$ cat src/rtl/key_event_decode_pkg.sv
// Shared constants for the key event classifier: FSM encoding, counter widths
// and default 50 MHz timing.
package key_event_decode_pkg;

    localparam int TMR_W = 32;
    localparam int CNT_W = 8;

    localparam logic [1:0] ST_IDLE   = 2'd0;
    localparam logic [1:0] ST_BURST1 = 2'd1;
    localparam logic [1:0] ST_WAIT2  = 2'd2;
    localparam logic [1:0] ST_HOLD   = 2'd3;

    localparam int GAP_MAX_DEF  = 1500000;
    localparam int DBL_MAX_DEF  = 15000000;
    localparam int LONG_CNT_DEF = 50;

    typedef struct packed {
        logic lng;
        logic dbl;
        logic single;
    } evt_flags_t;

endpackage

$ cat src/rtl/key_evt_timer.sv
// Saturating pulse-free cycle counter; strobes timeout in the cycle the count
// reaches limit, and only once per run since the count then sits above it.
module key_evt_timer
    import key_event_decode_pkg::*;
(
    input  logic             sys_clk,
    input  logic             rst_n,
    input  logic             clear,
    input  logic             en,
    input  logic [TMR_W-1:0] limit,
    output logic             timeout
);

    logic [TMR_W-1:0] count;
    logic             at_max;

    assign at_max  = &count;
    assign timeout = en && !clear && !at_max && (count == limit - TMR_W'(1));

    always_ff @(posedge sys_clk or negedge rst_n) begin
        if (!rst_n)
            count <= '0;
        else if (clear)
            count <= '0;
        else if (en && !at_max)
            count <= count + TMR_W'(1);
    end

endmodule

$ cat src/rtl/key_event_decode.sv
// Classifies debounced key pulses into single click, double click or long press
// and emits one registered 1-cycle flag per event.
module key_event_decode
    import key_event_decode_pkg::*;
#(
    parameter int GAP_MAX  = GAP_MAX_DEF,
    parameter int DBL_MAX  = DBL_MAX_DEF,
    parameter int LONG_CNT = LONG_CNT_DEF
) (
    input  logic sys_clk,
    input  logic rst_n,
    input  logic key_flag,
    output logic single_flag,
    output logic double_flag,
    output logic long_flag,
    output logic busy
);

    localparam logic [CNT_W-1:0] LONG_C = CNT_W'(LONG_CNT);

    logic             key_d;
    logic             pulse;
    logic             gap_to;
    logic             win_to;
    logic             enter_wait2;
    logic [1:0]       state, state_nxt;
    logic [CNT_W-1:0] cnt, cnt_nxt, cnt_inc;
    evt_flags_t       evt, flags_q;

    assign pulse       = key_flag & ~key_d;
    assign enter_wait2 = (state == ST_BURST1) && gap_to;
    assign cnt_inc     = (&cnt) ? cnt : cnt + CNT_W'(1);

    key_evt_timer u_gap (
        .sys_clk (sys_clk),
        .rst_n   (rst_n),
        .clear   (pulse),
        .en      (~pulse),
        .limit   (TMR_W'(GAP_MAX)),
        .timeout (gap_to)
    );

    // Disabled on pulse cycles so a coincident press beats the window timeout.
    key_evt_timer u_win (
        .sys_clk (sys_clk),
        .rst_n   (rst_n),
        .clear   (enter_wait2),
        .en      (~pulse),
        .limit   (TMR_W'(DBL_MAX)),
        .timeout (win_to)
    );

    always_comb begin
        state_nxt = state;
        cnt_nxt   = cnt;
        evt       = '0;
        case (state)
            ST_IDLE: begin
                if (pulse) begin
                    state_nxt = ST_BURST1;
                    cnt_nxt   = CNT_W'(1);
                end
            end
            ST_BURST1: begin
                if (pulse) begin
                    cnt_nxt = cnt_inc;
                    if (cnt_inc == LONG_C) begin
                        evt.lng   = 1'b1;
                        state_nxt = ST_HOLD;
                    end
                end else if (gap_to) begin
                    state_nxt = ST_WAIT2;
                end
            end
            ST_WAIT2: begin
                if (pulse) begin
                    evt.dbl   = 1'b1;
                    state_nxt = ST_HOLD;
                end else if (win_to) begin
                    evt.single = 1'b1;
                    state_nxt  = ST_IDLE;
                end
            end
            default: begin
                if (!pulse && gap_to)
                    state_nxt = ST_IDLE;
            end
        endcase
    end

    // busy also covers the flag cycle after returning to IDLE.
    always_ff @(posedge sys_clk or negedge rst_n) begin
        if (!rst_n) begin
            key_d   <= 1'b0;
            state   <= ST_IDLE;
            cnt     <= '0;
            flags_q <= '0;
            busy    <= 1'b0;
        end else begin
            key_d   <= key_flag;
            state   <= state_nxt;
            cnt     <= cnt_nxt;
            flags_q <= evt;
            busy    <= (state != ST_IDLE) || (state_nxt != ST_IDLE);
        end
    end

    assign single_flag = flags_q.single;
    assign double_flag = flags_q.dbl;
    assign long_flag   = flags_q.lng;

endmodule

$ cat config.mk
export PLATFORM = sky130hd
export DESIGN_NAME = key_event_decode
export DESIGN_NICKNAME = d
export VERILOG_FILES = /design/src/rtl/key_event_decode_pkg.sv /design/src/rtl/key_evt_timer.sv /design/src/rtl/key_event_decode.sv
export SDC_FILE = /design/constraint.sdc
export NUM_CORES = 1
export LEC_CHECK = 0
export ABC_AREA = 0
export CORE_ASPECT_RATIO = 1.4
export CORE_MARGIN = 5
export CORE_UTILIZATION = 40
export DETAILED_ROUTE_END_ITERATION = 8
export GPL_TIMING_DRIVEN = 0
export SYNTH_ARGS = -nofsm -noshare
export SYNTH_HDL_FRONTEND = slang
export SYNTH_SLANG_ARGS = --single-unit
$ cat constraint.sdc
create_clock -name sys_clk -period 2.46 [get_ports sys_clk]
set_clock_uncertainty 0.15 [all_clocks]
set_input_delay 0.492 -clock sys_clk [delete_from_list [all_inputs] [get_ports sys_clk]]
set_output_delay 0.492 -clock sys_clk [all_outputs]
set_load 0.05 [all_outputs]
==> metrics.md, run 1 <==
| Metric | Value |
|---|---|
| Setup ws final | `0.04734 ns` |
| Worst VDD drop | `0.0003292 V` |
| Crit path cell chain | `or4b_4 -> nor4_4 -> nand4_1 -> buf_4 -> nor2_4 -> buf_12 -> clkbuf_4 -> nor2_1` |
| Crit-path slowest cell | `or4b_4` |
| Final non-filler cell area | `5600 µm²` |
| Synthesized area | `4664 µm²` |
| First-pass GRT wire length | `21090 µm` |
| Part of the power in combinational logic | `19.0%` |
| Core Area | `11400 µm²` |
| Worst slack at placement | `-0.5193 ns` |
| Worst setup startpoint | `u_gap.count[26]$_DFFE_PN0P_` |
| CP top delay family | `simple AND/OR/NAND/NOR gates` |
| DP Area | `4930 µm²` |
| Buf/Inv on CP | `3` |
| Ys Warns | `0` |
| Crit end category | `flop` |
| Worst-margin pin slew | `0.5583 ns` |
| WS Path Type | `flop to flop` |
| Fmax | `414.5 MHz` |
| Final setup vio count | `0` |
| Iter 0 DRT Violations | `203` |
| GR Util All Layers | `19.09%` |
| DIE HEIGHT | `137.8 µm` |
| Initial Utilization | `40.93%` |
| Initial antenna violation count | `0` |
| Async set-reset flop share out of synthesis | `100.0%` |
| Switching Fraction | `31.81%` |
| DRC | `0` |
| Worst EP required | `2.54 ns` |
| Synth Instances | `524` |
| Critical path startpoint category | `flop` |
| Worst-path clk slew | `0.06 ns` |
| WP data arrival | `2.49 ns` |
| Dpl hpwl | `8569 µm` |
| Min-Delay Startpoint | `key_flag` |
| Syn_nets | `531` |
| Design Power | `3.747 mW` |
| Crit Path Max Fanout | `6` |
| Number of global-route vias before repair | `4403` |
| Number of synthesized flops with an enable pin | `0` |
| CTS buffer count | `9` |
| Worst-skew pair later-pin latency | `0.34 ns` |
| Largest net degree at the start of global routing | `48` |
| I/O pin total | `7` |
| Detailed-route vias per instance | `6.170` |
| Tmin final | `2.413 ns` |
| Post-DRT Antenna Nets | `0` |
| Congestion Overflow GR | `0` |
| Detailed-route via count | `4399` |
| Final GP Congestion | `0.9400` |
| Clk pwr share | `35.0%` |
| Flops & latches, synth | `79` |
| Root buf cell | `clkbuf_16` |
| Final hold vios | `0` |
| WL final | `12770 µm` |
| Routed WL per cell | `17.91 µm` |
| CTS tree | `yes` |
| Setup TNS Final | `0 ns` |
| CP max stage delay | `0.56 ns` |
| Tightest Hold Check Type | `input pin to flop` |
| Synth unique cells | `55` |
| DIE AREA | `13950 µm²` |
| Number of fill cells in the layout | `1083` |
| Area growth, synth to finish | `20.06%` |
| Final nets | `571` |
| Share of cells above drive strength 1 | `15.82%` |
| PwrDens | `669.1 nW/µm²` |
| Sequential share of power | `46.1%` |
| Clock Sinks | `79` |
| Status | `completed` |
| Die W | `101.3 µm` |
| Clock tree buffer depth | `2` |
| Rows | `46` |
| Leakage Power | `2.226 nW` |
| Slew margin rel. | `61.82%` |
| Internal power | `2.556 mW` |
| Reported net switching power | `1.192 mW` |
| Max-cap violations | `0` |
| Pins Over Slew Limit | `0` |
| Diodes inserted | `0` |
| Syn Area/Cell | `8.902 µm²` |
| DRT Pass-1 Iters | `4` |
| CTS H-tree lvls | `3` |
| Final Cycle Share | `98.08%` |
| Worst r2r src | `u_gap.count[26]$_DFFE_PN0P_` |
| PortBufs | `6` |
| Top FF cell, synth | `dfrtp_1` |
| Part of the Yosys area used for sequential elements | `42.38%` |
| Worst Hold Slack | `0.2922 ns` |
-- area by class of cell --
type / count / area [µm²] / area share (%)
multi-input combinational: 403 / 2630 / 46.96
buffer: 25 / 160.2 / 2.860
tap: 144 / 180.2 / 3.217
timing repair buffer: 32 / 304.0 / 5.429
clock inverter: 5 / 40.04 / 0.7149
sequential: 79 / 1981 / 35.37
clock buffer: 11 / 252.7 / 4.513
inverter: 14 / 52.55 / 0.9383
-- Yosys cell counts (5+ instances only) --
cell       count  area share, %
nand4_1       27            3.6
and3_1        14            1.9
dfrtp_1       79             42
o31ai_1       13            2.1
buf_2          8           0.86
nand2b_1       5           0.67
or3_1         26            3.5
nor3_1         8           0.86
nor4_1        12            1.6
o211ai_1       5           0.80
xnor2_1       14            2.6
nand2_1       44            3.5
o21ai_0       26            2.8
nand3_1       30            3.2
nor2_1        32            2.6
inv_1         14            1.1
and4_1        13            2.4
clkbuf_1      16            1.3
a2111oi_0      6            1.1
a21oi_1       47            5.0
or4_1         21            3.4
-- power by group through the flow --
stage	combinational (mW)	clock, mW	sequential (mW)
floorplan	0.476	0	1.67
global placement	0.585	0	1.72
detailed placement	0.609	0	1.73
CTS	0.640	1.34	1.71
global route	0.812	1.39	1.76
finish	0.711	1.31	1.73
-- state kept, by name, indices dropped and copies added (netlist names) --
name / count
u_gap.count: 32
u_win.count: 32
cnt: 8
state: 2
busy: 1
double_flag: 1
key_d: 1
long_flag: 1
single_flag: 1
-- metrics by stage --
step                utilization, %  instances
finish                       49.14        713
global route                 49.14        713
CTS                          47.05        700
detailed placement           43.26        675
global placement             43.04        674
floorplan                        -        524
-- per-layer routing --
metal	track usage (%)	wire [µm]	vias up
met5	0	0	-
met4	10.57	480	0
li1	-	-	2072
met1	21.88	5111	2167
met2	32.93	6671	119
met3	3.749	506	41
-- repair_timing --
item                                   in CTS  in global routing
cloned                                      0                  2
hold buffers                                1                  0
buffers inserted                            9                 13
pin swaps                                   4                 13
gates resized for setup                    18                 26
endpoints found under the hold margin      32                  0
setup endpoints to repair                  62                 63
-- path summary, 6_finish.rpt --
check                                               to  slack (ns)  cells after the start
setup / recovery           u_win.count[19]$_DFFE_PN0P_        0.05                      8
hold / removal                         key_d$_DFF_PN0_        0.29                      1
setup reg to reg           u_win.count[19]$_DFFE_PN0P_        0.05                      8
hold reg to reg             u_win.count[1]$_DFFE_PN0P_        0.40                      2
max in group asynchronous  u_gap.count[23]$_DFFE_PN0P_        1.05                      3
min in group asynchronous           cnt[3]$_DFFE_PN0P_        0.50                      2
-- logic make-up (layout without fill, tap and decap cells) --
group	count (synthesis)	in the layout	share of synthesized area (%)
simple gates	259	259	32.43
compound gates	119	119	15.80
flops	79	79	42.38
buf+inv	42	87	4.238
xor+xnor	17	17	3.192
fa+ha+maj	4	4	1.073
mux	4	4	0.8852
-- layout by cell type, fill, tap and decap left out, types with 4 or more instances in the layout --
cell type	instances
or3_1	25
o21ai_0	26
nand4_1	27
dfrtp_1	76
nor3_1	8
and2_1	4
nand3_1	28
clkdlybuf4s50_1	4
o211ai_1	5
buf_4	25
nor4_4	5
buf_6	4
nor4_1	9
or4_1	19
o31ai_1	13
and4_1	12
xnor2_1	14
a21oi_1	46
clkbuf_1	10
inv_1	14
clkbuf_16	10
and3_1	14
nand2_1	44
a2111oi_0	5
nor2_1	32
nand2b_1	5
Note: power is estimated with default switching activity, not from simulation.
==> run 2: changes to the inputs <==
CTS_BUF_LIST = sky130_fd_sc_hd__clkbuf_4 sky130_fd_sc_hd__clkbuf_8   (was not set)
SYNTH_HIERARCHICAL = 1   (was not set)
==> metrics.md, run 2 <==
| Metric | Value |
|---|---|
| DRC | `0` |
| GR Util All Layers | `18.37%` |
| Status | `finished, violations left` |
| Final setup vio count | `66` |
| PortBufs | `6` |
| Crit Path Max Fanout | `5` |
| Crit end category | `flop` |
| PwrDens | `425.4 nW/µm²` |
| Sequential share of power | `44.7%` |
| First-pass GRT wire length | `26850 µm` |
| Number of global-route vias before repair | `5695` |
| Final non-filler cell area | `8600 µm²` |
| Largest net degree at the start of global routing | `50` |
| Final Cycle Share | `161.0%` |
| WS Path Type | `flop to flop` |
| Reported net switching power | `1.250 mW` |
| Synth unique cells | `75` |
| Async set-reset flop share out of synthesis | `100.0%` |
| Area contributors post-synth | `dfrtp_1 (31%), xnor2_1 (12%), xor2_1 (5.1%), nor2_1 (4.9%), nor3_1 (3.6%)` |
| Slew margin rel. | `57.14%` |
| Final GP Congestion | `0.7896` |
| CTS tree | `yes` |
| Critical path startpoint category | `flop` |
| CTS buffer count | `9` |
| Clock Sinks | `79` |
| Part of the Yosys area used for sequential elements | `31.30%` |
| Core Util, Final | `55.34%` |
| Detailed-route via count | `6099` |
| Pins Over Slew Limit | `0` |
| Rows | `54` |
| DRT Pass-1 Iters | `4` |
| DIE HEIGHT | `158.7 µm` |
| Synth Instances | `766` |
| Ys Warns | `6` |
| Commonest non-fill, non-tap cell in the layout | `conb_1` |
| Tmin final | `3.961 ns` |
| WL final | `16060 µm` |
| Final nets | `1116` |
| Worst EP required | `2.52 ns` |
| Worst-margin pin slew | `0.6429 ns` |
| Placed cell count | `1235` |
| Most frequent cells in the layout | `conb_1 (268), xnor2_1 (82), nor2_1 (81)` |
| Routed WL per cell | `12.27 µm` |
| Number of synthesized flops with an enable pin | `0` |
| Part of the power in combinational logic | `28.1%` |
| Final hold vios | `0` |
| Worst-skew pair later-pin latency | `0.36 ns` |
| WP data arrival | `4.02 ns` |
| Synthesized area | `6316 µm²` |
| Commonest cells in the netlist | `nor2_1 (83), xnor2_1 (83), dfrtp_1 (79)` |
| RSZ-0062 raised after global routing | `yes` |
| Fmax | `252.4 MHz` |
| Worst-path clk slew | `0.08 ns` |
| Design Power | `3.658 mW` |
| Leakage Power | `3.723 nW` |
| Internal power | `2.408 mW` |
| Initial antenna violation count | `0` |
| Worst slack at placement | `-2.429 ns` |
| Dpl hpwl | `11480 µm` |
| Top cell type by total area after synthesis | `dfrtp_1` |
| Syn Area/Cell | `8.246 µm²` |
| Max-cap violations | `0` |
| Core Area | `15540 µm²` |
| CTS H-tree lvls | `3` |
| Top FF cell, synth | `dfrtp_1` |
| Initial Utilization | `40.64%` |
| Congestion Overflow GR | `0` |
| DP Area | `7702 µm²` |
| Detailed-route vias per instance | `4.659` |
| Setup ws final | `-1.501 ns` |
| Register area | `1984 µm²` |
| DIE AREA | `18440 µm²` |
| Clk pwr share | `27.2%` |
| Multi-input gate area | `5334 µm²` |
| Post-DRT Antenna Nets | `0` |
| Tightest Hold Check Type | `input pin to flop` |
| Die W | `116.2 µm` |
| I/O pin total | `7` |
| Iter 0 DRT Violations | `298` |
| Failing checks | `setup timing` |
| Share of cells above drive strength 1 | `12.94%` |
| Area growth, synth to finish | `36.15%` |
| Flops & latches, synth | `79` |
| Clock tree buffer depth | `2` |
| Worst VDD drop | `0.0003689 V` |
| Non-filler cells, final | `1309` |
| Root buf cell | `clkbuf_8` |
| Yosys top cell area share | `31.30%` |
| Switching Fraction | `34.17%` |
| Diodes inserted | `0` |
| Top Registers | `u_gap/count: 32 flops, u_win/count: 32 flops, cnt: 8 flops` |
| Number of fill cells in the layout | `1506` |
==> run 2: changes by cell type after synthesis, moves of 6 or more <==
cell and change:
a21oi_1 -10, inv_1 +9, nor2_1 +51, nor3_1 +37, nor4_1 +12, o21ai_1 +8, o31ai_1 -7, or3_1 +6
or4_1 -10, xnor2_1 +69, xor2_1 +34
==> run 2: power by group through the flow <==
| stage | logic, mW | clock network [mW] | registers [mW] |
|---|---|---|---|
| 2_1_floorplan | 0.749 | 0 | 1.59 |
| 5_1_grt | 1.16 | 1.09 | 1.66 |
| 3_3_place_gp | 0.889 | 0 | 1.65 |
| 3_5_place_dp | 0.900 | 0 | 1.65 |
| 4_1_cts | 0.964 | 1.04 | 1.64 |
| 6_report | 1.03 | 0.993 | 1.64 |
==> run 2: worst paths after layout <==
check / startpoint / to / slack (ns) / depth (start not counted)
hold / removal: key_flag / key_d$_DFF_PN0_ / 0.31 / 1
setup / recovery: u_gap/count[10]$_DFFE_PN0P_ / u_gap/count[6]$_DFFE_PN0P_ / -1.50 / 22
min in group asynchronous: rst_n / u_win/count[28]$_DFFE_PN0P_ / 0.47 / 2
setup reg to reg: u_gap/count[10]$_DFFE_PN0P_ / u_gap/count[6]$_DFFE_PN0P_ / -1.50 / 22
hold reg to reg: state[0]$_DFF_PN0_ / busy$_DFF_PN0_ / 0.42 / 1
max in group asynchronous: rst_n / u_gap/count[17]$_DFFE_PN0P_ / 1.09 / 3
==> run 2: per-layer routing <==
layer,global-route usage [%],vias to the layer above,part of all wire [%]
met5,0,-,0
met4,10.45,0,4.5
met3,1.787,40,1.8
met2,33.74,83,53
met1,20.41,2748,41
li1,-,3228,-
==> run 2: area by class of cell <==
| class | count | share of cell area, % |
|---|---|---|
| multi-input cells | 903 | 62.03 |
| flip-flops and latches | 79 | 23.08 |
| repair buffers | 67 | 6.940 |
| well taps | 196 | 2.852 |
| plain buffers | 25 | 1.717 |
| clock buffers | 11 | 1.688 |
| inverters | 23 | 1.033 |
| clock inverters | 5 | 0.6693 |
==> run 2: repair_timing <==
item,in CTS,in global routing
setup endpoints to repair,65,67
hold buffers,1,0
buffers inserted,55,6
pin swaps,21,23
endpoints found under the hold margin,30,0
resized for setup,55,14
cloned,2,0
==> run 2: cell families after synthesis <==
logic type      share of synthesized area, %
compound gates                         12.98
mux                                    1.288
flops                                  31.30
simple gates                           33.24
fa+ha+maj                             0.9905
other cells                           0.1189
buf+inv                                3.090
xor+xnor                               17.00
==> run 2: worst max-delay path, cell delays in order, from the launching register on <==
cell,delay (ns)
dfrtp_1,0.37
nand2_2,0.08
or4_4,0.55
or4_4,0.52
buf_4,0.15
buf_6,0.10
buf_6,0.10
buf_6,0.10
buf_6,0.11
buf_6,0.11
buf_6,0.11
buf_6,0.10
buf_6,0.11
buf_6,0.11
buf_6,0.10
buf_6,0.10
buf_6,0.12
o211ai_1,0.16
buf_4,0.16
buf_4,0.10
clkbuf_8,0.13
or3_1,0.11
a21oi_1,0.06
==> run 2: metrics by stage <==
step	TNS [ns]	hold slack (ns)
2_1_floorplan	-8.597	0.04641
3_3_place_gp	-250.38	0.4002
3_5_place_dp	-73.44	0.3175
4_1_cts	-73.85	0.2847
5_1_grt	-71.39	0.3028
6_report	-62.10	0.3099
==> run 3: changes to the inputs <==
ABC_CLOCK_PERIOD_IN_PS = 2460   (was not set)
GPL_ROUTABILITY_DRIVEN = 0   (was not set)
==> results of run 3 <==
The final DEF is identical to that of run 2; final timing and power are the same.
